## src/rtl/uart_pkg.sv

```systemverilog
// ----------------------------------------------------------------------------
// uart_pkg
// Constants shared by the UART blocks.
//   UART_DATA_W      default byte width used by the receiver and its FIFO
//   UART_FIFO_DEPTH  default receive FIFO depth (power of two, >= 2)
// ----------------------------------------------------------------------------
package uart_pkg;

    localparam int UART_DATA_W     = 8;
    localparam int UART_FIFO_DEPTH = 16;

endpackage : uart_pkg

```

## src/rtl/uart_fifo_mem.sv

```systemverilog
// ----------------------------------------------------------------------------
// uart_fifo_mem
// Depth x DataWidth register array for the receive FIFO. The array is not
// reset: stale entries are never visible because the pointer logic only reads
// locations that have been written since the last reset.
// Ports:
//   clk_i   in   1          system clock
//   we      in   1          write enable
//   waddr   in   AddrWidth  write address
//   wdata   in   DataWidth  write data
//   raddr   in   AddrWidth  read address (asynchronous read)
//   rdata   out  DataWidth  read data
// ----------------------------------------------------------------------------
module uart_fifo_mem
    import uart_pkg::*;
#(
    parameter int DataWidth = UART_DATA_W,
    parameter int Depth     = UART_FIFO_DEPTH,
    localparam int AddrWidth = $clog2(Depth)
) (
    input  logic                 clk_i,
    input  logic                 we,
    input  logic [AddrWidth-1:0] waddr,
    input  logic [DataWidth-1:0] wdata,
    input  logic [AddrWidth-1:0] raddr,
    output logic [DataWidth-1:0] rdata
);

    logic [DataWidth-1:0] mem [Depth];

    always_ff @(posedge clk_i) begin
        if (we) begin
            mem[waddr] <= wdata;
        end
    end

    assign rdata = mem[raddr];

endmodule : uart_fifo_mem

```

## src/rtl/uart_rx_fifo.sv

```systemverilog
// ----------------------------------------------------------------------------
// uart_rx_fifo
// Receive buffer placed directly after the UART receiver. Every byte flagged
// by the receiver's one-cycle rx_dv_i strobe is queued in a circular FIFO and
// offered to the bus side through a first-word fall-through valid/ready port.
// Also keeps a registered fill level and a sticky overflow flag.
//
// Build option: define UART_RX_FIFO_IRQ_EN to add the thresh_i / irq_o
// threshold interrupt. Without it those ports and their logic do not exist.
//
// Ports:
//   clk_i       in   1            system clock
//   rst_i       in   1            asynchronous, active-high reset
//   rx_dv_i     in   1            write strobe from the receiver
//   rx_data_i   in   DataWidth    received byte, valid with rx_dv_i
//   rd_valid_o  out  1            FIFO non-empty, rd_data_o holds the head
//   rd_ready_i  in   1            consumer takes the head byte
//   rd_data_o   out  DataWidth    head byte, 0 while empty
//   level_o     out  AddrWidth+1  number of stored bytes, 0..Depth
//   overflow_o  out  1            sticky: a byte was dropped while full
//   ovf_clr_i   in   1            clears overflow_o (a same-cycle drop wins)
//   thresh_i    in   AddrWidth+1  interrupt threshold (IRQ build only)
//   irq_o       out  1            level >= thresh_i, thresh_i != 0 (IRQ build only)
// ----------------------------------------------------------------------------
module uart_rx_fifo
    import uart_pkg::*;
#(
    parameter int DataWidth = UART_DATA_W,
    parameter int Depth     = UART_FIFO_DEPTH,
    localparam int AddrWidth = $clog2(Depth)
) (
    input  logic                 clk_i,
    input  logic                 rst_i,
    input  logic                 rx_dv_i,
    input  logic [DataWidth-1:0] rx_data_i,
    output logic                 rd_valid_o,
    input  logic                 rd_ready_i,
    output logic [DataWidth-1:0] rd_data_o,
    output logic [AddrWidth:0]   level_o,
    output logic                 overflow_o,
`ifdef UART_RX_FIFO_IRQ_EN
    input  logic                 ovf_clr_i,
    input  logic [AddrWidth:0]   thresh_i,
    output logic                 irq_o
`else
    input  logic                 ovf_clr_i
`endif
);

    localparam int PtrWidth = AddrWidth + 1;
    localparam logic [PtrWidth-1:0] PtrOne = PtrWidth'(1);

    logic [PtrWidth-1:0]  wr_ptr, rd_ptr;
    logic [PtrWidth-1:0]  wr_ptr_next, rd_ptr_next;
    logic [PtrWidth-1:0]  level_q;
    logic [PtrWidth-1:0]  level_next;
    logic                 overflow_q;
    logic                 empty, full;
    logic                 push, pop, drop;
    logic [DataWidth-1:0] mem_rdata;

    // Extra pointer MSB distinguishes full from empty when the indices match.
    assign empty = (wr_ptr == rd_ptr);
    assign full  = (wr_ptr[AddrWidth] != rd_ptr[AddrWidth]) &&
                   (wr_ptr[AddrWidth-1:0] == rd_ptr[AddrWidth-1:0]);

    // A pop frees a slot in the same cycle, so a full FIFO can still accept.
    assign pop  = rd_valid_o && rd_ready_i;
    assign push = rx_dv_i && (!full || pop);
    assign drop = rx_dv_i && full && !pop;

    assign wr_ptr_next = push ? (wr_ptr + PtrOne) : wr_ptr;
    assign rd_ptr_next = pop  ? (rd_ptr + PtrOne) : rd_ptr;
    assign level_next  = wr_ptr_next - rd_ptr_next;

    always_ff @(posedge clk_i or posedge rst_i) begin
        if (rst_i) begin
            wr_ptr  <= '0;
            rd_ptr  <= '0;
            level_q <= '0;
        end else begin
            wr_ptr  <= wr_ptr_next;
            rd_ptr  <= rd_ptr_next;
            level_q <= level_next;
        end
    end

    // Set has priority over clear so a drop is never lost.
    always_ff @(posedge clk_i or posedge rst_i) begin
        if (rst_i) begin
            overflow_q <= 1'b0;
        end else if (drop) begin
            overflow_q <= 1'b1;
        end else if (ovf_clr_i) begin
            overflow_q <= 1'b0;
        end
    end

    uart_fifo_mem #(
        .DataWidth (DataWidth),
        .Depth     (Depth)
    ) u_mem (
        .clk_i (clk_i),
        .we    (push),
        .waddr (wr_ptr[AddrWidth-1:0]),
        .wdata (rx_data_i),
        .raddr (rd_ptr[AddrWidth-1:0]),
        .rdata (mem_rdata)
    );

    // Read data is forced to 0 while empty so the bus never sees stale bytes.
    assign rd_valid_o = !empty;
    assign rd_data_o  = empty ? '0 : mem_rdata;
    assign level_o    = level_q;
    assign overflow_o = overflow_q;

`ifdef UART_RX_FIFO_IRQ_EN
    // Evaluated on the post-update level so irq_o moves together with level_o.
    always_ff @(posedge clk_i or posedge rst_i) begin
        if (rst_i) begin
            irq_o <= 1'b0;
        end else begin
            irq_o <= (thresh_i != '0) && (level_next >= thresh_i);
        end
    end
`endif

endmodule : uart_rx_fifo

```

## config.mk

```make
export PLATFORM = sky130hd
export DESIGN_NAME = uart_rx_fifo
export DESIGN_NICKNAME = d
export VERILOG_FILES = /design/src/rtl/uart_pkg.sv /design/src/rtl/uart_fifo_mem.sv /design/src/rtl/uart_rx_fifo.sv
export SDC_FILE = /design/constraint.sdc
export NUM_CORES = 1
export LEC_CHECK = 0
export ABC_AREA = 1
export ABC_CLOCK_PERIOD_IN_PS = 2600
export CAP_MARGIN = 30
export CELL_PAD_IN_SITES_DETAIL_PLACEMENT = 1
export CELL_PAD_IN_SITES_GLOBAL_PLACEMENT = 1
export CORE_MARGIN = 2
export CORE_UTILIZATION = 48
export DETAILED_ROUTE_END_ITERATION = 16
export PLACE_DENSITY_LB_ADDON = 0.1
export SKIP_CTS_REPAIR_TIMING = 1
export SYNTH_ARGS = -nofsm -noshare
export SYNTH_HDL_FRONTEND = slang
export SYNTH_HIERARCHICAL = 1
export SYNTH_SLANG_ARGS = --single-unit
export TNS_END_PERCENT = 30
```

## constraint.sdc

```tcl
create_clock -name clk_i -period 2.6 [get_ports clk_i]
set_input_delay 0.78 -clock clk_i [delete_from_list [all_inputs] [get_ports clk_i]]
set_output_delay 0.78 -clock clk_i [all_outputs]
set_load 0.005 [all_outputs]
```

==> flow_summary.ini <==
[cts]
root_buffer = clkbuf_16
cts_made_buffers = 17
clkLatencyLatePin_ns = 0.43
htree_num_levels = 4
path_clk_slew_ns = 0.06
cts_tree = yes
cts_max_path_buffers = 2
cts_sinks = 144

[synth]
ys_seq_area_share_pct = 64.1
synth_area_leader_cell = edfxtp_1
synth.cell_area_sq_um = 6620
synth_top_area_share_pct = 58.1
synth.ff_latch_count = 144
postSynthAreaPerCell_sq_um = 9.79
syn_inst = 676
synth_nets = 696
ys_types = 23
synth_warnings = 6
synth.area.top_cells = edfxtp_1, nand2_1, nand3_1

[place]
port_buffers = 27
gp_congestion = 0.833
pre_cts_ws_ns = -0.590
dp_hpwl_um = 11800

[floorplanning]
die_area_sq_um = 14700
start_util_pct = 49.6
core_sq_um = 13300
die_h_um = 121
die_width_um = 121
ios = 28
num_rows = 42

[sta]
setup_ws_ns = -0.323
slew_headroom_pct = 45.9
worstMarginPinSlew_ns = 0.810
slew_violations = 0
clock_skew_ns = 0.0128
rsz0062_at_grt = true
hold_ws_ns = 0.559
finalSetupViolCount = 11
finalCritPeriodShare_pct = 112
min_period_ns = 2.92
fmax_ghz = 0.342
hold_viol_final = 0

[grt]
grt-ovfl-total = 0
antenna_found_initial = 0
track_usage_pct = 27.2
grt_pass1_vias = 5437
grt_max_degree = 51
grt_pass1_wl_um = 29000

[setup_path]
max_stage_delay_ns = 0.52
reg2reg_slack_ns = -0.22
worstPathRequired_ns = 1.82
start_kind = flip-flop
critPathMaxFanout = 6
critPathSlowestCell = dfrtp_2
path_cells = buf_6 > clkbuf_16 > buf_4 > nand2_1 > nand3_1 > nand3_2 > nand3_2 > nand2_2 > nand2_1 > inv_1 > buf_2
end_kind = primary output
worstSetupPathType = reg -> out
r2r.worst_path.cells = 20
crit_arrival_ns = 2.14

[power_and_ir_drop]
power_w = 0.0117
irDropWorstVdd_uv = 804
p_leak_nw = 4.08
p_per_area_nw_per_um2 = 1310

[job]
cap_violations = 0

[detailed_routing]
ant_nets = 0
finalWirelength_um = 23400
via_count = 5435
via_per_inst = 5.58
drc = 0
drt_pre_antenna_iters = 5
drt_iter0_drc = 533
wl_per_cell_um = 24.0

[layout]
drive_above_1_share_pct = 28.6
fin_nets = 805
final_cell_mix = nand2_1, inv_1, edfxtp_1
utilization_pct = 67.0
n_antenna_cell = 0
syn_to_final_growth_pct = 35.1
final_common_cell = nand2_1

[status]
outcome = finished, violations left
violations = setup timing

[min_path]
whs_path_depth = 2
min_path_type = reg -> reg
[layout make-up]
type | count | area [sq um]
Multi-Input combinational cell | 369 | 2120
Timing Repair Buffer | 115 | 1210
Tap cell | 176 | 220
Clock inverter | 15 | 193
Fill cell | 1396 | 4410
Clock buffer | 17 | 425
Inverter | 138 | 526
Sequential cell | 144 | 4250
[worst max-delay path, delay by kind of cell (launching register included)]
kind	cells	cell delay (ns)
buffers and inverters	5	0.60
and+or+nand+nor	6	0.59
DFF	1	0.52
[cells by family after synthesis]
group                      count (synthesis)  share of synthesized area [%]
buffers and inverters                    163                           10.5
and+or+nand+nor                          345                           22.0
adders and majority gates                  7                           1.44
xor gates and xnor gates                  10                           1.32
DFF                                      144                           64.1
AOI/OAI and AO/OA                          7                          0.567
[registers in the layout (all words and copies together) (netlist names)]
name,count
u_mem/mem,128
level_o,5
rd_ptr,5
wr_ptr,5
overflow_o,1
[Yosys cell counts]
master      n
nand3b_1    2
buf_1       1
o21ai_1     1
nand2_1   212
inv_1     134
nand3_1   106
o22ai_1     1
ha_1        6
dfrtp_1    16
a21oi_1     1
nand2_2     2
a31oi_1     1
buf_2      13
edfxtp_1  128
nand3_2     2
inv_2       4
nor2_2      2
o21ai_0     3
buf_4       4
buf_6       7
nor2_1     19
fa_1        1
xor2_1     10
[per-layer routing]
metal  vias up  share of wire (%)  GRT usage, %
li1       2373                  -             -
met1      2759                 40          33.0
met2       243                 51          45.3
met3        60                6.0          7.05
met4         0                3.1          12.9
met5         -                  0             0
[through the flow]
stage	setup TNS [ns]	instances	instance area, sq um
finish	-2.76	974	8940
global route	-3.69	974	8940
CTS	-4.69	944	8100
detailed placement	-7.34	912	7480
global placement	-2.22	912	7480
floorplan	0	676	6620
[worst paths after layout]
path,from,to
min in group asynchronous,rst_i,rd_ptr[0]
min reg2reg,overflow_o,overflow_o
max in group asynchronous,rst_i,rd_ptr[0]
max,rd_ptr[0],rd_data_o[3]
min,overflow_o,overflow_o
max reg2reg,rd_ptr[0],level_o[4]
[power by group]
| group | leakage [nW] | switching (W) | internal, W | total (W) |
|---|---|---|---|---|
| Combinational | 2.44 | 0.00354 | 0.00253 | 0.00606 |
| Sequential | 1.34 | 0.000199 | 0.00286 | 0.00306 |
| Clock | 0.296 | 0.000992 | 0.00160 | 0.00259 |
Power figures use the tool's default switching activity.
